[src/rtl/mem_access_unit_pkg.sv]
// Shared types and helpers for the MEM stage: access sizes, FSM states,
// the latched request control word and lane arithmetic.
package mem_pkg;

    typedef enum logic [1:0] {
        SZ_B = 2'd0,
        SZ_H = 2'd1,
        SZ_W = 2'd2,
        SZ_D = 2'd3
    } size_e;

    typedef enum logic {
        ST_IDLE = 1'b0,
        ST_REQ  = 1'b1
    } state_e;

    // Control captured with an accepted memory op, consumed at completion.
    typedef struct packed {
        logic  memtoreg;
        logic  regwrite;
        logic  is_unsigned;
        logic  we;
        size_e size;
    } req_ctrl_t;

    function automatic int unsigned lane_count(input int unsigned xlen);
        return xlen / 8;
    endfunction

    // Bytes touched by an access, clamped to the bus width (D on a 32-bit bus).
    function automatic int unsigned size_bytes(input size_e sz, input int unsigned lanes);
        int unsigned n;
        n = 32'd1 << sz;
        return (n > lanes) ? lanes : n;
    endfunction

endpackage

[src/rtl/mem_access_unit_if.sv]
// Request/acknowledge data-memory port between the MEM stage and memory.
interface mem_access_unit_if
    import mem_pkg::*;
#(
    parameter int unsigned XLEN      = 64,
    parameter int unsigned MEM_WORDS = 1024
);
    localparam int unsigned LANES = lane_count(XLEN);
    localparam int unsigned AW    = $clog2(MEM_WORDS);

    logic             dmem_req;
    logic             dmem_we;
    logic [AW-1:0]    dmem_addr;
    logic [LANES-1:0] dmem_be;
    logic [XLEN-1:0]  dmem_wdata;
    logic             dmem_ack;
    logic [XLEN-1:0]  dmem_rdata;

    modport master (
        output dmem_req, dmem_we, dmem_addr, dmem_be, dmem_wdata,
        input  dmem_ack, dmem_rdata
    );

    modport slave (
        input  dmem_req, dmem_we, dmem_addr, dmem_be, dmem_wdata,
        output dmem_ack, dmem_rdata
    );

endinterface

[src/rtl/mem_access_unit_load_align.sv]
// Load data alignment: picks the addressed lanes out of the read word and
// sign- or zero-extends them to XLEN.
module mem_load_align
    import mem_pkg::*;
#(
    parameter int unsigned XLEN = 64,
    localparam int unsigned LANES = lane_count(XLEN),
    localparam int unsigned OFF_W = $clog2(LANES)
) (
    input  logic [XLEN-1:0]  rdata,
    input  logic [OFF_W-1:0] offset,
    input  size_e            size,
    input  logic             is_unsigned,
    output logic [XLEN-1:0]  data_c
);

    logic [XLEN-1:0] shifted;
    logic [XLEN-1:0] mask;
    logic            sign;
    int unsigned     nb;

    always_comb begin
        shifted = rdata >> {offset, 3'b000};
        nb      = size_bytes(size, LANES);
        mask    = '0;
        sign    = 1'b0;
        for (int unsigned i = 0; i < LANES; i++) begin
            if (i < nb) mask[i*8 +: 8] = 8'hFF;
            if (i == nb - 1) sign = shifted[i*8 + 7];
        end
        if (is_unsigned) sign = 1'b0;
        data_c = (shifted & mask) | ({XLEN{sign}} & ~mask);
    end

endmodule

[src/rtl/mem_access_unit.sv]
// MEM pipeline stage with data-memory handshake and MEM/WB register.
// MEM_FAULT_CHECK_EN enables range/alignment faulting; otherwise addresses wrap.
module mem_access_unit
    import mem_pkg::*;
#(
    parameter int unsigned XLEN      = 64,
    parameter int unsigned MEM_WORDS = 1024,
    parameter int unsigned REG_AW    = 5
) (
    input  logic              clk,
    input  logic              rst_n,
    input  logic              valid_in,
    input  logic              flush,
    input  logic [63:0]       addr_in,
    input  logic [XLEN-1:0]   wdata_in,
    input  logic [1:0]        size_in,
    input  logic              unsigned_in,
    input  logic              memread_in,
    input  logic              memwrite_in,
    input  logic              memtoreg_in,
    input  logic              regwrite_in,
    input  logic [REG_AW-1:0] write_reg_in,
    output logic              stall_o,
    mem_access_unit_if.master dmem_if,
    output logic              wb_valid,
    output logic [XLEN-1:0]   alu_result_out,
    output logic [XLEN-1:0]   read_data_out,
    output logic [REG_AW-1:0] write_reg_out,
    output logic              memtoreg_out,
    output logic              regwrite_out,
    output logic              inv_mem_addr
);

    localparam int unsigned LANES = lane_count(XLEN);
    localparam int unsigned OFF_W = $clog2(LANES);
    localparam int unsigned AW    = $clog2(MEM_WORDS);
    localparam int unsigned BE_W2 = 2 * LANES;

    state_e            state_q, state_nxt;
    logic              drop_q, drop_nxt;
    logic              accept_c, wb_pass_c, wb_fault_c, wb_mem_c;
    logic              fault_c;

    size_e             size_c;
    logic [63:0]       word_idx;
    logic [OFF_W-1:0]  off_c;
    int unsigned       nb_c;
    logic [BE_W2-1:0]  be_wide;
    logic [LANES-1:0]  be_c;
    logic [XLEN-1:0]   wdata_c;
    logic [XLEN-1:0]   load_c;

    logic              req_q;
    logic [AW-1:0]     waddr_q;
    logic [LANES-1:0]  be_q;
    logic [XLEN-1:0]   wdata_q;
    logic [OFF_W-1:0]  off_q;
    req_ctrl_t         ctrl_q;
    logic [XLEN-1:0]   alu_q;
    logic [REG_AW-1:0] wreg_q;
    logic              unused_bits;

    assign size_c   = size_e'(size_in);
    assign word_idx = addr_in >> OFF_W;
    assign off_c    = addr_in[OFF_W-1:0];

    // Byte enables and lane-replicated store data for the incoming op
    always_comb begin
        nb_c    = size_bytes(size_c, LANES);
        be_wide = ((BE_W2'(1) << nb_c) - BE_W2'(1)) << off_c;
        be_c    = be_wide[LANES-1:0];
        wdata_c = '0;
        for (int unsigned i = 0; i < LANES; i++) begin
            wdata_c[i*8 +: 8] = wdata_in[(i & (nb_c - 1)) * 8 +: 8];
        end
    end

`ifdef MEM_FAULT_CHECK_EN
    logic misalign_c;
    logic range_c;

    always_comb begin
        misalign_c = 1'b0;
        case (size_c)
            SZ_B:    misalign_c = 1'b0;
            SZ_H:    misalign_c = addr_in[0];
            SZ_W:    misalign_c = |addr_in[1:0];
            SZ_D:    misalign_c = (XLEN == 32) || (|addr_in[2:0]);
            default: misalign_c = 1'b1;
        endcase
    end

    assign range_c = word_idx > 64'(MEM_WORDS - 1);
    assign fault_c = misalign_c | range_c;
`else
    assign fault_c = 1'b0;
`endif

    assign unused_bits = ^{word_idx, be_wide};

    // FSM state and sticky drop flag
    always_ff @(posedge clk or negedge rst_n) begin
        if (!rst_n) begin
            state_q <= ST_IDLE;
            drop_q  <= 1'b0;
        end else begin
            state_q <= state_nxt;
            drop_q  <= drop_nxt;
        end
    end

    // Next state, stall and MEM/WB load selection
    always_comb begin
        state_nxt  = state_q;
        drop_nxt   = drop_q;
        accept_c   = 1'b0;
        wb_pass_c  = 1'b0;
        wb_fault_c = 1'b0;
        wb_mem_c   = 1'b0;
        stall_o    = 1'b0;
        case (state_q)
            ST_IDLE: begin
                if (valid_in && !flush) begin
                    if (memread_in || memwrite_in) begin
                        if (fault_c) begin
                            wb_fault_c = 1'b1;
                        end else begin
                            accept_c  = 1'b1;
                            stall_o   = 1'b1;
                            state_nxt = ST_REQ;
                        end
                    end else begin
                        wb_pass_c = 1'b1;
                    end
                end
            end
            ST_REQ: begin
                if (dmem_if.dmem_ack) begin
                    state_nxt = ST_IDLE;
                    drop_nxt  = 1'b0;
                    wb_mem_c  = !(drop_q || flush);
                end else begin
                    stall_o = 1'b1;
                    if (flush) drop_nxt = 1'b1;
                end
            end
            default: state_nxt = ST_IDLE;
        endcase
    end

    // Request registers: captured on accept, held stable until ack
    always_ff @(posedge clk or negedge rst_n) begin
        if (!rst_n) begin
            req_q   <= 1'b0;
            waddr_q <= '0;
            be_q    <= '0;
            wdata_q <= '0;
            off_q   <= '0;
            ctrl_q  <= '0;
            alu_q   <= '0;
            wreg_q  <= '0;
        end else begin
            req_q <= (state_nxt == ST_REQ);
            if (accept_c) begin
                waddr_q            <= word_idx[AW-1:0];
                be_q               <= be_c;
                wdata_q            <= wdata_c;
                off_q              <= off_c;
                ctrl_q.memtoreg    <= memtoreg_in;
                ctrl_q.regwrite    <= regwrite_in;
                ctrl_q.is_unsigned <= unsigned_in;
                ctrl_q.we          <= memwrite_in;
                ctrl_q.size        <= size_c;
                alu_q              <= addr_in[XLEN-1:0];
                wreg_q             <= write_reg_in;
            end
        end
    end

    assign dmem_if.dmem_req   = req_q;
    assign dmem_if.dmem_we    = ctrl_q.we;
    assign dmem_if.dmem_addr  = waddr_q;
    assign dmem_if.dmem_be    = be_q;
    assign dmem_if.dmem_wdata = wdata_q;

    mem_load_align #(.XLEN(XLEN)) u_load_align (
        .rdata       (dmem_if.dmem_rdata),
        .offset      (off_q),
        .size        (ctrl_q.size),
        .is_unsigned (ctrl_q.is_unsigned),
        .data_c      (load_c)
    );

    // MEM/WB register; anything not selected below is a bubble
    always_ff @(posedge clk or negedge rst_n) begin
        if (!rst_n) begin
            wb_valid       <= 1'b0;
            alu_result_out <= '0;
            read_data_out  <= '0;
            write_reg_out  <= '0;
            memtoreg_out   <= 1'b0;
            regwrite_out   <= 1'b0;
            inv_mem_addr   <= 1'b0;
        end else begin
            wb_valid     <= 1'b0;
            regwrite_out <= 1'b0;
            inv_mem_addr <= 1'b0;
            if (wb_pass_c || wb_fault_c) begin
                wb_valid       <= 1'b1;
                alu_result_out <= addr_in[XLEN-1:0];
                read_data_out  <= '0;
                write_reg_out  <= write_reg_in;
                memtoreg_out   <= memtoreg_in;
                regwrite_out   <= wb_pass_c & regwrite_in;
                inv_mem_addr   <= wb_fault_c;
            end else if (wb_mem_c) begin
                wb_valid       <= 1'b1;
                alu_result_out <= alu_q;
                read_data_out  <= ctrl_q.we ? '0 : load_c;
                write_reg_out  <= wreg_q;
                memtoreg_out   <= ctrl_q.memtoreg;
                regwrite_out   <= ctrl_q.regwrite;
            end
        end
    end

endmodule
[src/flat_wrapper.sv]
// flat-port wrapper written by rule: the top's interface ports become plain ports
module mem_access_unit_flat import mem_pkg::*;
#(
    parameter int unsigned XLEN      = 64,
    parameter int unsigned MEM_WORDS = 1024,
    parameter int unsigned REG_AW    = 5
)
  (clk, rst_n, valid_in, flush, addr_in, wdata_in, size_in, unsigned_in, memread_in, memwrite_in, memtoreg_in, regwrite_in, write_reg_in, stall_o, wb_valid, alu_result_out, read_data_out, write_reg_out, memtoreg_out, regwrite_out, inv_mem_addr, dmem_if_dmem_req, dmem_if_dmem_we, dmem_if_dmem_addr, dmem_if_dmem_be, dmem_if_dmem_wdata, dmem_if_dmem_ack, dmem_if_dmem_rdata);
  mem_access_unit_if #(.XLEN(XLEN), .MEM_WORDS(MEM_WORDS)) dmem_if_i ();
  input  logic clk;
  input  logic rst_n;
  input  logic valid_in;
  input  logic flush;
  input  logic [63:0] addr_in;
  input  logic [XLEN-1:0] wdata_in;
  input  logic [1:0] size_in;
  input  logic unsigned_in;
  input  logic memread_in;
  input  logic memwrite_in;
  input  logic memtoreg_in;
  input  logic regwrite_in;
  input  logic [REG_AW-1:0] write_reg_in;
  output logic stall_o;
  output logic wb_valid;
  output logic [XLEN-1:0] alu_result_out;
  output logic [XLEN-1:0] read_data_out;
  output logic [REG_AW-1:0] write_reg_out;
  output logic memtoreg_out;
  output logic regwrite_out;
  output logic inv_mem_addr;
  output wire logic [$bits(dmem_if_i.dmem_req)-1:0] dmem_if_dmem_req;
  output wire logic [$bits(dmem_if_i.dmem_we)-1:0] dmem_if_dmem_we;
  output wire logic [$bits(dmem_if_i.dmem_addr)-1:0] dmem_if_dmem_addr;
  output wire logic [$bits(dmem_if_i.dmem_be)-1:0] dmem_if_dmem_be;
  output wire logic [$bits(dmem_if_i.dmem_wdata)-1:0] dmem_if_dmem_wdata;
  input wire logic [$bits(dmem_if_i.dmem_ack)-1:0] dmem_if_dmem_ack;
  input wire logic [$bits(dmem_if_i.dmem_rdata)-1:0] dmem_if_dmem_rdata;
  assign dmem_if_dmem_req = dmem_if_i.dmem_req;
  assign dmem_if_dmem_we = dmem_if_i.dmem_we;
  assign dmem_if_dmem_addr = dmem_if_i.dmem_addr;
  assign dmem_if_dmem_be = dmem_if_i.dmem_be;
  assign dmem_if_dmem_wdata = dmem_if_i.dmem_wdata;
  assign dmem_if_i.dmem_ack = dmem_if_dmem_ack;
  assign dmem_if_i.dmem_rdata = dmem_if_dmem_rdata;
  mem_access_unit #(.XLEN(XLEN), .MEM_WORDS(MEM_WORDS), .REG_AW(REG_AW)) u_core (.clk(clk), .rst_n(rst_n), .valid_in(valid_in), .flush(flush), .addr_in(addr_in), .wdata_in(wdata_in), .size_in(size_in), .unsigned_in(unsigned_in), .memread_in(memread_in), .memwrite_in(memwrite_in), .memtoreg_in(memtoreg_in), .regwrite_in(regwrite_in), .write_reg_in(write_reg_in), .stall_o(stall_o), .dmem_if(dmem_if_i), .wb_valid(wb_valid), .alu_result_out(alu_result_out), .read_data_out(read_data_out), .write_reg_out(write_reg_out), .memtoreg_out(memtoreg_out), .regwrite_out(regwrite_out), .inv_mem_addr(inv_mem_addr));
endmodule
[config.mk]
export PLATFORM = sky130hd
export DESIGN_NAME = mem_access_unit_flat
export DESIGN_NICKNAME = d
export VERILOG_FILES = /design/src/rtl/mem_access_unit_pkg.sv /design/src/rtl/mem_access_unit_if.sv /design/src/rtl/mem_access_unit_load_align.sv /design/src/rtl/mem_access_unit.sv /design/src/flat_wrapper.sv
export SDC_FILE = /design/constraint.sdc
export NUM_CORES = 1
export LEC_CHECK = 0
export CAP_MARGIN = 20
export CORE_ASPECT_RATIO = 0.75
export CORE_UTILIZATION = 30
export CTS_BUF_LIST = sky130_fd_sc_hd__clkbuf_4 sky130_fd_sc_hd__clkbuf_8
export DETAILED_ROUTE_END_ITERATION = 10
export PLACE_DENSITY = 0.64
export SLEW_MARGIN = 25
export SYNTH_ARGS = -nofsm -noshare
export SYNTH_HDL_FRONTEND = slang
export SYNTH_SLANG_ARGS = --single-unit
[constraint.sdc]
create_clock -name clk -period 2.9 [get_ports clk]
set_input_delay 0.725 -clock clk [delete_from_list [all_inputs] [get_ports clk]]
set_output_delay 0.725 -clock clk [all_outputs]
set_load 0.02 [all_outputs]
==> summary.log, run 1 <==
INFO  status         outcome=completed
INFO  layout         post_route_cells_drive_above_1_share=11.1%
INFO  synthesis      yosys_most_used_dff=sky130_fd_sc_hd__dfrtp_1
INFO  critical_path  cp_data_required_time=2.17ns
INFO  clocking       cts.sinks=285
INFO  global_routing antenna_found_initial=1
INFO  critical_path  critical_path.startpoint_type=input pin
INFO  route          detailedRoute.firstPassIterationCount=5
INFO  global_routing globalRouteOverflowTotal=0
INFO  place          dpl_cell_area=0.0188mm2
INFO  clocking       clkSlewWorstSetupHoldPaths=0.07ns
INFO  synthesis      async_reset_ff_share=100%
INFO  clocking       clkLatencyLatePin=0.58ns
INFO  critical_path  timing.critical_path.to_type=primary output
INFO  synthesis      yosys_warnings=0
INFO  synthesis      synth_area_per_cell=9.34um2
INFO  place          dp_hpwl=36000um
INFO  timing         worst-slew-pin-transition=0.868ns
INFO  layout         layout_commonest_cell=sky130_fd_sc_hd__nand2_1
INFO  clocking       htree_num_levels=2
INFO  place          placedCellCount=2430
INFO  route          detail_route.drc_violations=0
INFO  power          power_leakage=9.24nW
INFO  timing         fin_skew=0.0179ns
INFO  timing         maxClockFrequency=357MHz
INFO  die            design.die.area=0.0466mm2
INFO  timing         post-route-min-period=2.80ns
INFO  timing         finalWorstSetupSlack=0.0971ns
INFO  layout         synthToLayoutAreaGrowth=44.9%
INFO  layout         stdcell_area=0.0199mm2
INFO  layout         fin_cells=2519
INFO  timing         timing_hold_violations_final=0
INFO  timing         setup_viol=0
INFO  place          gpl_congestion=0.911
INFO  critical_path  worst-endpoint-arrival=2.08ns
INFO  synthesis      synth.top_cells.by_area=sky130_fd_sc_hd__dfrtp_1 (52%), sky130_fd_sc_hd__nand2_1 (15%), sky130_fd_sc_hd__mux2i_1 (6.4%)
INFO  synthesis      synthesis.instances=1469
INFO  global_routing vias_in_the_first_global_route=12500
INFO  synthesis      yosysTopAreaCell=sky130_fd_sc_hd__dfrtp_1
INFO  die            ios=431
INFO  synthesis      seq_area_frac_synth=52.0%
INFO  synthesis      synth.cell_area=0.0137mm2
INFO  clocking       cts_tree=done
INFO  timing         timing.hold.ws=0.117ns
INFO  route          finalWirelength=49200um
INFO  layout         fin_util=44.3%
INFO  route          ant_nets=0
INFO  timing         timing.max_slew.rel_slack=41.9%
INFO  worst_hold_path hold_class=in -> async
INFO  die            area_of_the_core_region=0.0449mm2
INFO  route          vias=12500
INFO  clocking       max_root_sink_buffers=3
INFO  clocking       cts.hold.buffers_added=0
INFO  synthesis      synth.ff_latch_count=285
INFO  place          preCtsSetupSlack=-0.0183ns
INFO  global_routing grt_util_all_layers=20.6%
INFO  timing         rsz0062_at_grt=false
INFO  synthesis      synth-edff-count=0
INFO  global_routing grt_pass1_wl=75200um
INFO  timing         final.period_utilization=96.7%
INFO  critical_path  cp_max_fo=2
INFO  clocking       cts_made_buffers=48
INFO  global_routing grt_max_degree=72
INFO  clocking       cts.root.buffer_cell=sky130_fd_sc_hd__clkbuf_8
INFO  die            initial_core_utilization=30.5%
INFO  power          worst_ir_drop_vdd=0.389mV
INFO  timing         finalMaxSlewViolations=0
INFO  synthesis      mappedNetlistNets=1678
INFO  synthesis      fraction_of_post_synthesis_cell_area_in_the_top_cell_type_by_area=52.0%
INFO  place          port-buffer-count=429
INFO  route          routed_via_density=4.98
INFO  layout         layout.cells.most_common_list=sky130_fd_sc_hd__nand2_1 (545), sky130_fd_sc_hd__clkdlybuf4s50_1 (425), sky130_fd_sc_hd__dfrtp_1 (283)
INFO  critical_path  critical_path_class=in -> out
INFO  route          drt_iter0_drc=788
INFO  synthesis      synth.distinct_cells=56
INFO  layout         nNetsFinal=2103
INFO  die            floorplan.rows=67
INFO  die            die_w=249um
INFO  critical_path  reg2reg_depth=7
INFO  die            die-height=187um
INFO  route          avgRoutedWirePerCell=19.5um
INFO  run            timing.max_cap.violations=0
INFO  power          power.density_cell_area=781mW/mm2
==> state kept, by name (all words and copies together) (netlist names), 5 cells and up <==
signal                     count
u_core.alu_q                  64
u_core.alu_result_out         64
u_core.ctrl_q                  5
u_core.dmem_if.dmem_be         8
u_core.dmem_if.dmem_wdata     64
u_core.read_data_out          64
u_core.wreg_q                  5
u_core.write_reg_out           5
==> metrics by stage <==
stage / setup TNS (ns) / power [mW]
6_report: 0 / 15.5
3_3_place_gp: -0.0415 / 11.5
3_5_place_dp: -0.133 / 11.6
5_1_grt: 0 / 16.3
4_1_cts: 0 / 15.7
2_1_floorplan: 0 / 8.52
==> routing by layer <==
metal	global-route usage (%)	up-vias	share of wire [%]
met5	0	-	0
met4	5.71	0	2.4
met3	6.89	77	9.4
met2	31.8	470	44
met1	27.6	6115	44
li1	-	5887	-
==> final timing paths <==
kind                                                  startpoint                                         to  slack [ns]
setup / recovery                                           flush                                    stall_o         0.1
hold / removal                                             rst_n  u_core.dmem_if.dmem_wdata[23]$_DFFE_PN0P_        0.12
setup reg to reg                     u_core.alu_q[1]$_DFFE_PN0P_       u_core.read_data_out[36]$_DFFE_PN0P_        0.59
hold reg to reg            u_core.alu_result_out[58]$_DFFE_PN0P_      u_core.alu_result_out[58]$_DFFE_PN0P_        0.47
max in group asynchronous                                  rst_n                   u_core.state_q$_DFF_PN0_        1.95
min in group clk           u_core.alu_result_out[58]$_DFFE_PN0P_      u_core.alu_result_out[58]$_DFFE_PN0P_        0.47
==> area by class of cell <==
type | instances | area, um2
tap | 586 | 733
fill | 4353 | 25000
antenna | 2 | 5.00
sequential | 285 | 7130
clock buffer | 77 | 985
timing repair buffer | 498 | 4920
inverter | 5 | 18.8
multi-input combinational | 1056 | 5990
clock inverter | 10 | 106
==> cells in the mapped netlist, types with 7 or more instances <==
| library cell | instances |
|---|---|
| sky130_fd_sc_hd__nand2_1 | 545 |
| sky130_fd_sc_hd__dfrtp_1 | 285 |
| sky130_fd_sc_hd__a22oi_1 | 92 |
| sky130_fd_sc_hd__mux2i_1 | 88 |
| sky130_fd_sc_hd__o21ai_0 | 79 |
| sky130_fd_sc_hd__clkbuf_1 | 61 |
| sky130_fd_sc_hd__nor2_1 | 52 |
| sky130_fd_sc_hd__buf_2 | 33 |
| sky130_fd_sc_hd__a21oi_1 | 30 |
| sky130_fd_sc_hd__a32oi_1 | 24 |
| sky130_fd_sc_hd__mux2_2 | 23 |
| sky130_fd_sc_hd__o211ai_1 | 16 |
| sky130_fd_sc_hd__buf_4 | 15 |
| sky130_fd_sc_hd__mux4_2 | 15 |
| sky130_fd_sc_hd__nand2b_1 | 9 |
| sky130_fd_sc_hd__o21a_1 | 9 |
| sky130_fd_sc_hd__a211o_1 | 8 |
| sky130_fd_sc_hd__a31oi_1 | 8 |
| sky130_fd_sc_hd__nand3_1 | 8 |
| sky130_fd_sc_hd__buf_1 | 7 |
| sky130_fd_sc_hd__o21ai_1 | 7 |
==> worst max-delay path, cell delays in order <==
cell and delay (ns):
sky130_fd_sc_hd__clkdlybuf4s50_1 0.46, sky130_fd_sc_hd__or3b_4 0.39, sky130_fd_sc_hd__or2_4 0.25, sky130_fd_sc_hd__o21ai_2 0.07, sky130_fd_sc_hd__buf_4 0.17
==> cell families (layout without fill, tap and decap cells) <==
| family | after synthesis | in the layout | share of synthesized area (%) |
|---|---|---|---|
| simple gates | 639 | 639 | 18.5 |
| mux | 127 | 127 | 10.9 |
| buf+inv | 128 | 590 | 4.55 |
| compound gates | 289 | 289 | 14.1 |
| other cells | 1 | 3 | 0.0273 |
| flops | 285 | 285 | 52.0 |
==> what timing repair did <==
action	in CTS	in global routing
gates cloned	0	0
gates resized for setup	2	1
endpoints found under the setup margin	1	1
buffers inserted	0	0
endpoints found under the hold margin	0	0
==> report_power, final <==
group | internal, mW | leakage [nW] | switching [mW]
logic | 2.66 | 5.04 | 3.09
registers | 5.03 | 3.62 | 0.698
clock network | 2.33 | 0.579 | 1.72
Power figures use the tool's default switching activity.
==> run 2, diff against run 1 <==
--- a/config.mk
+++ b/config.mk
@@ -10,6 +10,7 @@
 export CORE_UTILIZATION = 30
 export CTS_BUF_LIST = sky130_fd_sc_hd__clkbuf_4 sky130_fd_sc_hd__clkbuf_8
 export DETAILED_ROUTE_END_ITERATION = 10
+export GPL_TIMING_DRIVEN = 1
 export PLACE_DENSITY = 0.64
 export SLEW_MARGIN = 25
 export SYNTH_ARGS = -nofsm -noshare
==> results of run 2 <==
Same layout as run 1: the final DEF is identical, and so are final timing and power.
==> run 3, diff against run 2 <==
--- a/config.mk
+++ b/config.mk
@@ -11,8 +11,9 @@
 export CTS_BUF_LIST = sky130_fd_sc_hd__clkbuf_4 sky130_fd_sc_hd__clkbuf_8
 export DETAILED_ROUTE_END_ITERATION = 10
 export GPL_TIMING_DRIVEN = 1
-export PLACE_DENSITY = 0.64
+export PLACE_DENSITY = 0.63
 export SLEW_MARGIN = 25
 export SYNTH_ARGS = -nofsm -noshare
 export SYNTH_HDL_FRONTEND = slang
+export SYNTH_HIERARCHICAL = 1
 export SYNTH_SLANG_ARGS = --single-unit
==> summary.log, run 3 <==
INFO  global_routing globalRouteOverflowTotal=0 [unchanged]
INFO  synthesis      async_reset_ff_share=100% [unchanged]
INFO  critical_path  reg2reg_depth=7 [unchanged]
INFO  die            initial_core_utilization=30.5% [about the same]
INFO  place          gpl_congestion=0.868 [was 0.911]
INFO  run            timing.max_cap.violations=0 [unchanged]
INFO  die            die-height=195um [was 187 um]
INFO  die            floorplan.rows=70 [was 67]
INFO  critical_path  start_point_of_the_critical_path=flush [unchanged]
INFO  clocking       cts_made_buffers=49 [was 48]
INFO  critical_path  cp_data_required_time=2.17ns [about the same]
INFO  power          power.internal=10.5mW [was 10.0 mW]
INFO  synthesis      synth.cell_area=0.0149mm2 [was 0.0137 mm2]
INFO  die            area_of_the_core_region=0.0489mm2 [was 0.0449 mm2]
INFO  critical_path  r2r_setup_slack=0.48ns [was 0.59 ns]
INFO  clocking       cts_tree=done [unchanged]
INFO  global_routing grt_max_degree=87 [was 72]
INFO  power          power_frac_seq=35.0% [was 36.9%]
INFO  synthesis      yosys_warnings=6 [was 0]
INFO  critical_path  worst-endpoint-arrival=2.01ns [was 2.08 ns]
INFO  global_routing antenna_found_initial=2 [was 1]
INFO  synthesis      yosysTopAreaCell=sky130_fd_sc_hd__dfrtp_1 [unchanged]
INFO  layout         post_route_cells_drive_above_1_share=16.7% [was 11.1%]
INFO  die            design.die.area=0.0506mm2 [was 0.0466 mm2]
INFO  global_routing grt_pass1_wl=84500um [was 75200 um]
INFO  synthesis      fraction_of_post_synthesis_cell_area_in_the_top_cell_type_by_area=47.8% [was 52.0%]
INFO  critical_path  critical_path.startpoint_type=input pin [unchanged]
INFO  route          finalWirelength=55400um [was 49200 um]
INFO  place          dp_hpwl=38500um [was 36000 um]
INFO  die            die_w=259um [was 249 um]
INFO  layout         stdcell_area=0.0212mm2 [was 0.0199 mm2]
INFO  timing         timing_hold_violations_final=0 [unchanged]
INFO  critical_path  r2r_end=u_core/read_data_out[51]$_DFFE_PN0P_ [was u_core.read_data_out[36]$_DFFE_PN0P_]
INFO  clocking       cts.root.buffer_cell=sky130_fd_sc_hd__clkbuf_8 [unchanged]
INFO  synthesis      seq_area_frac_synth=47.8% [was 52.0%]
INFO  critical_path  crit_buf_inv=2 [unchanged]
INFO  route          vias=13300 [was 12500]
INFO  timing         final.period_utilization=94.3% [was 96.7%]
INFO  timing         finalMaxSlewViolations=0 [unchanged]
INFO  critical_path  critical_path_class=in -> out [unchanged]
INFO  power          power.share.combinational=38.6% [was 37.0%]
INFO  critical_path  crit_path_max_incr_delay=0.42ns [was 0.46 ns]
INFO  clocking       htree_num_levels=2 [unchanged]
INFO  power          power.density_cell_area=762mW/mm2 [was 781 mW/mm2]
INFO  status         outcome=completed [unchanged]
INFO  layout         synthToLayoutAreaGrowth=42.5% [was 44.9%]
INFO  route          detailedRoute.firstPassIterationCount=5 [unchanged]
INFO  synthesis      mappedNetlistNets=1577 [was 1678]
INFO  critical_path  timing.critical_path.to_type=primary output [unchanged]
INFO  synthesis      synth_area_per_cell=10.9um2 [was 9.34 um2]
INFO  timing         timing.max_slew.rel_slack=36.1% [was 41.9%]
INFO  synthesis      synth-edff-count=0 [unchanged]
INFO  layout         nNetsFinal=1976 [was 2103]
INFO  route          routed_via_density=5.42 [was 4.98]
INFO  power          worst_ir_drop_vdd=0.441mV [was 0.389 mV]
INFO  synthesis      yosysMostFrequentCell=sky130_fd_sc_hd__dfrtp_1 [was sky130_fd_sc_hd__nand2_1]
INFO  synthesis      synth_common_cells=sky130_fd_sc_hd__dfrtp_1 (285), sky130_fd_sc_hd__nand2_1 (128), sky130_fd_sc_hd__o21ai_0 (102) [was sky130_fd_sc_hd__nand2_1 (545), sky130_fd_sc_hd__dfrtp_1 (285), sky130_fd_sc_hd__a22oi_1 (92)]
INFO  synthesis      synth.top_cells.by_area=sky130_fd_sc_hd__dfrtp_1 (48%), sky130_fd_sc_hd__mux2_2 (6.9%), sky130_fd_sc_hd__mux2i_1 (6.0%) [was sky130_fd_sc_hd__dfrtp_1 (52%), sky130_fd_sc_hd__nand2_1 (15%), sky130_fd_sc_hd__mux2i_1 (6.4%)]
INFO  clocking       clkLatencyLatePin=0.63ns [was 0.58 ns]
INFO  worst_hold_path hold_class=reg -> reg [was in -> async]
INFO  timing         fin_skew=0.0265ns [was 0.0179 ns]
INFO  power          power_leakage=8.62nW [was 9.24 nW]
INFO  synthesis      synth.ff_latch_count=285 [unchanged]
INFO  clocking       max_root_sink_buffers=3 [unchanged]
INFO  clocking       cts.sinks=285 [unchanged]
INFO  power          report.power.total=16.2mW [was 15.5 mW]
INFO  timing         setup_viol=0 [unchanged]
INFO  route          drt_iter0_drc=1003 [was 788]
INFO  global_routing grt_util_all_layers=21.6% [was 20.6%]
INFO  synthesis      yosys_most_used_dff=sky130_fd_sc_hd__dfrtp_1 [unchanged]
INFO  synthesis      synthesis.instances=1368 [was 1469]
INFO  layout         layout.filler_cells=4558 [was 4353]
INFO  place          dpl_cell_area=0.0201mm2 [was 0.0188 mm2]
INFO  critical_path  crit-reg2reg-launch=u_core/off_q[1]$_DFFE_PN0P_ [was u_core.alu_q[1]$_DFFE_PN0P_]
INFO  route          detail_route.drc_violations=0 [unchanged]
INFO  critical_path  slowest_stage=sky130_fd_sc_hd__clkdlybuf4s50_1 [unchanged]
INFO  layout         layout.cells.most_common_list=sky130_fd_sc_hd__clkdlybuf4s50_1 (425), sky130_fd_sc_hd__dfrtp_1 (283), sky130_fd_sc_hd__nand2_1 (128) [was sky130_fd_sc_hd__nand2_1 (545), sky130_fd_sc_hd__clkdlybuf4s50_1 (425), sky130_fd_sc_hd__dfrtp_1 (283)]
INFO  power          p_sw=5.63mW [was 5.51 mW]
INFO  die            ios=431 [unchanged]
INFO  power          clock_power_share=26.4% [was 26.1%]
INFO  timing         maxClockFrequency=366MHz [was 357 MHz]
INFO  synthesis      synth.distinct_cells=49 [was 56]
INFO  layout         layout_commonest_cell=sky130_fd_sc_hd__clkdlybuf4s50_1 [was sky130_fd_sc_hd__nand2_1]
INFO  route          ant_nets=0 [unchanged]
INFO  global_routing vias_in_the_first_global_route=13700 [was 12500]
INFO  power          p_sw_share=34.8% [was 35.5%]
INFO  timing         rsz0062_at_grt=false [unchanged]
INFO  critical_path  crit_chain=clkdlybuf4s50_1, or3b_4, nand2b_4, o21ai_0, clkbuf_2 [was clkdlybuf4s50_1, or3b_4, or2_4, o21ai_2, buf_4]
INFO  clocking       clkSlewWorstSetupHoldPaths=0.06ns [was 0.07 ns]
INFO  critical_path  cp_num_cells=5 [unchanged]
INFO  place          port-buffer-count=429 [unchanged]
INFO  critical_path  critPathTopFamily=buffers and inverters [was simple AND/OR/NAND/NOR gates]
INFO  clocking       cts_setup_buffers=0 [unchanged]
INFO  critical_path  critical_path.endpoint=stall_o [unchanged]
INFO  timing         worst-slew-pin-transition=0.955ns [was 0.868 ns]
INFO  route          avgRoutedWirePerCell=22.6um [was 19.5 um]
INFO  timing         post-route-min-period=2.74ns [was 2.80 ns]
INFO  critical_path  cp_max_fo=2 [unchanged]
-- run 3: cell types whose count changed in the layout (fill, tap and decap cells not counted), moves of 34 or more --
cell	before	now
sky130_fd_sc_hd__a21oi_1	30	78
sky130_fd_sc_hd__a22oi_1	92	0
sky130_fd_sc_hd__mux2_2	23	91
sky130_fd_sc_hd__nand2_1	545	128
sky130_fd_sc_hd__nand3b_1	0	65
sky130_fd_sc_hd__nor2_1	50	16
sky130_fd_sc_hd__o21a_1	9	71
sky130_fd_sc_hd__o32a_1	0	70
-- run 3: layout make-up --
type                       instances  area [um2]  area share [%]
clock buffer                      67         860            4.05
clock inverter                    18         259            1.22
sequential                       285        7140            33.6
multi-input combinational        924        7090            33.4
antenna                            1        2.50          0.0118
timing repair buffer             504        5060            23.8
tap                              648         811            3.82
inverter                           3        11.3          0.0530
-- run 3: per-layer routing --
metal | track usage [%] | routed length, um
met1 | 28.0 | 23200
met2 | 34.4 | 25800
met3 | 6.28 | 4950
met4 | 7.17 | 1500
met5 | 0 | 16
-- run 3: worst min path at each step --
stage | from | to | slack, ns | cells past startpoint
6_report | u_core/alu_result_out[44]$_DFFE_PN0P_ | u_core/alu_result_out[44]$_DFFE_PN0P_ | 0.49 | 1
5_1_grt | u_core/alu_result_out[58]$_DFFE_PN0P_ | u_core/alu_result_out[58]$_DFFE_PN0P_ | 0.50 | 1
4_1_cts | u_core/alu_result_out[63]$_DFFE_PN0P_ | u_core/alu_result_out[63]$_DFFE_PN0P_ | 0.49 | 1
3_5_place_dp | u_core/alu_result_out[63]$_DFFE_PN0P_ | u_core/alu_result_out[63]$_DFFE_PN0P_ | 0.48 | 1
3_3_place_gp | u_core/alu_result_out[63]$_DFFE_PN0P_ | u_core/alu_result_out[63]$_DFFE_PN0P_ | 0.47 | 1
2_1_floorplan | rst_n | u_core/alu_q[12]$_DFFE_PN0P_ | 0.43 | 0
-- run 3: power by group through the flow --
stage                     logic, mW  clock network (mW)  registers, mW
after floorplan                2.42                   0           6.50
after global placement         6.18                   0           5.67
after detailed placement       6.25                   0           5.72
after CTS                      6.27                4.41           5.66
final                          6.25                4.27           5.66
after global routing           6.63                4.59           5.79
-- run 3: logic make-up (layout without fill, tap and decap cells) --
kind of cell | count (synthesis) | after routing | share of synthesized area [%]
AO/OA/AOI/OAI | 391 | 391 | 18.1
buffers and inverters | 159 | 592 | 4.91
flip-flops | 285 | 285 | 47.8
multiplexers | 211 | 211 | 17.5
other | 1 | 2 | 0.0252
AND/OR/NAND/NOR | 321 | 321 | 11.6
-- run 3: through the flow --
step                hold WS, ns  cells  setup TNS [ns]  setup slack [ns]  util [%]
CTS                       0.494   2449               0           0.00992      43.5
detailed placement        0.479   2363           -7.62            -0.270      41.1
global placement          0.474   2363           -2.97            -0.273      41.1
finish                    0.487   2450               0             0.165      43.5
floorplan                 0.429   1368               0             0.251         -
global route              0.503   2450               0             0.111      43.5
-- run 3: repair_timing --
action	4_1_cts	5_1_grt
hold buffers	1	0
pin swaps	0	0
resized for setup	1	3
setup endpoints to repair	1	1
hold endpoints to repair	9	0
==> RTL change: new RTL, config.mk and constraints of run 1 <==
`REG_AW` is set to 5 in 2 places; all go to 7.
--- a/src/rtl/mem_access_unit.sv
+++ b/src/rtl/mem_access_unit.sv
@@ -7,3 +7,3 @@
     parameter int unsigned MEM_WORDS = 1024,
-    parameter int unsigned REG_AW    = 5
+    parameter int unsigned REG_AW    = 7
 ) (
--- a/src/flat_wrapper.sv
+++ b/src/flat_wrapper.sv
@@ -5,3 +5,3 @@
     parameter int unsigned MEM_WORDS = 1024,
-    parameter int unsigned REG_AW    = 5
+    parameter int unsigned REG_AW    = 7
 )
Interface: changed (resized write_reg_in and write_reg_out); port bits go from 431 to 435. No check against the original RTL was run, so the function may have changed too.
==> RTL change against run 1 <==
Sequential cell count increased by 4; setup slack got worse by 0.043 ns; cell area increased by 0.65%; via count increased by 1.3%; clock power increased by 1%; maximum frequency decreased by 1.5%; synthesized cell count increased by 0.88%; critical path depth unchanged; utilization increased by 0.37 points; routed wire length decreased by 0.20%; power decreased by 0.21%; area after synthesis about the same; critical path type unchanged; critical endpoint unchanged; largest cell class unchanged.
==> RTL change: results (changes against run 1) <==
<table>
<tr><th>Metric</th><th>Value</th></tr>
<tr><th colspan="2">Final layout</th></tr>
<tr><td>Net total in the final layout</td><td>2117 (+0.67%)</td></tr>
<tr><td>Cell Count, Final, Fillers Out</td><td>2527 (+0.32%)</td></tr>
<tr><td>Fraction of layout instances using a drive strength above 1</td><td>0.09840 (-0.01294)</td></tr>
<tr><th colspan="2">Logic synthesis</th></tr>
<tr><td>Leading cell types by total area after synthesis</td><td>sky130_fd_sc_hd__dfrtp_1 (53%), sky130_fd_sc_hd__nand2_1 (14%), sky130_fd_sc_hd__mux2i_1 (7.2%)</td></tr>
<tr><td>Net Count, Synth</td><td>1693 (+0.89%)</td></tr>
<tr><td>Share of synthesized area occupied by flip-flops and latches</td><td>0.5273 (+0.007677)</td></tr>
<tr><td>Number of unique standard cell types used by synthesis</td><td>53 (-5.4%)</td></tr>
<tr><td>Compound-cell area share of the yosys netlist</td><td>0.1635 (+0.02227)</td></tr>
<tr><td>Most numerous cell types in the synthesized netlist</td><td>sky130_fd_sc_hd__nand2_1 (518), sky130_fd_sc_hd__dfrtp_1 (289), sky130_fd_sc_hd__o21ai_0 (113)</td></tr>
<tr><th colspan="2">Placement</th></tr>
<tr><td>Post-DP HPWL</td><td>35.36 mm (-1.8%)</td></tr>
<tr><td>Last weighted congestion value of the routability-driven placer</td><td>0.9047 (-0.70%)</td></tr>
<tr><td>Placed Instances</td><td>2441 (+0.45%)</td></tr>
<tr><th colspan="2">Global routing</th></tr>
<tr><td>Initial antenna violation count</td><td>2 (+1)</td></tr>
<tr><td>First-pass GRT wire length</td><td>75.53 mm (+0.51%)</td></tr>
<tr><td>Pin count of the biggest net entering global routing</td><td>80 (+11%)</td></tr>
<tr><th colspan="2">Drt</th></tr>
<tr><td>Initial detailed-routing violation count</td><td>882 (+12%)</td></tr>
<tr><td>Total number of vias</td><td>12710 (+1.3%)</td></tr>
<tr><td>DR WL/cell</td><td>19.43 um (-0.52%)</td></tr>
<tr><th colspan="2">Status</th></tr>
<tr><td>Run status</td><td>complete, no violations</td></tr>
<tr><th colspan="2">Power</th></tr>
<tr><td>Net Sw Frac</td><td>0.3538 (-0.001053)</td></tr>
<tr><td>Max rail drop VDD</td><td>362.6 uV (-6.8%)</td></tr>
<tr><th colspan="2">CTS</th></tr>
<tr><td>Number of buffers created by CTS</td><td>49 (+2.1%)</td></tr>
<tr><th colspan="2">Worst setup path</th></tr>
<tr><td>Kind of cell adding the most delay to the critical path</td><td>buffers and inverters</td></tr>
<tr><td>Minimum setup slack among reg-to-reg paths</td><td>0.61 ns (+0.02 ns)</td></tr>
<tr><th colspan="2">Timing</th></tr>
<tr><td>Measured slew at the worst slew-check pin</td><td>0.9876 ns (+0.1194 ns)</td></tr>
</table>
[RTL change: cell types whose count changed in the layout (fill, tap and decap cells not counted), sizes merged, moves of 7 or more]
cell	before	now
a211o	8	1
a211oi	1	8
a221o	2	43
a22oi	92	70
a32oi	24	0
inv	5	14
mux2i	89	98
mux4	15	1
nand2	545	518
o211ai	16	8
o21ai	86	116
o22ai	1	9
[RTL change: metrics by stage]
stage,setup slack (ns),hold WS [ns],instance area [um^2]
after global placement,-0.4149,0.4569,18940
after floorplan,0.01117,0.4294,13720
after detailed placement,-0.4228,0.4623,18940
after CTS,0.04185,0.09198,20020
final,0.05384,0.1140,20020
after global routing,0.01807,0.1186,20020
[RTL change: worst max-delay path by stage]
stage,startpoint,end,slack (ns)
3_5_place_dp,valid_in,stall_o,-0.42
5_1_grt,valid_in,stall_o,0.02
2_1_floorplan,flush,stall_o,0.01
4_1_cts,valid_in,stall_o,0.04
3_3_place_gp,valid_in,stall_o,-0.41
6_report,valid_in,stall_o,0.05
[RTL change: routing by layer]
metal | wire (um) | global-route usage | vias up
li1 | - | - | 5937
met1 | 21510 | 0.2793 | 6206
met2 | 22160 | 0.3197 | 480
met3 | 4301 | 0.06290 | 80
met4 | 1103 | 0.05614 | 4
met5 | 23 | 0 | -
[RTL change: final cells by class]
class / count / area [um^2]
well taps: 586 / 733.2
clock buffers: 76 / 945.9
inverters: 14 / 52.55
fillers: 4262 / 24830
repair buffers: 496 / 5022
clock inverters: 10 / 136.4
multi-input cells: 1056 / 5898
flip-flops and latches: 289 / 7234
[RTL change: kinds of logic after synthesis]
group / Yosys count
AO/OA/AOI/OAI: 332
other: 1
AND/OR/NAND/NOR: 604
flip-flops: 289
multiplexers: 119
buffers and inverters: 137
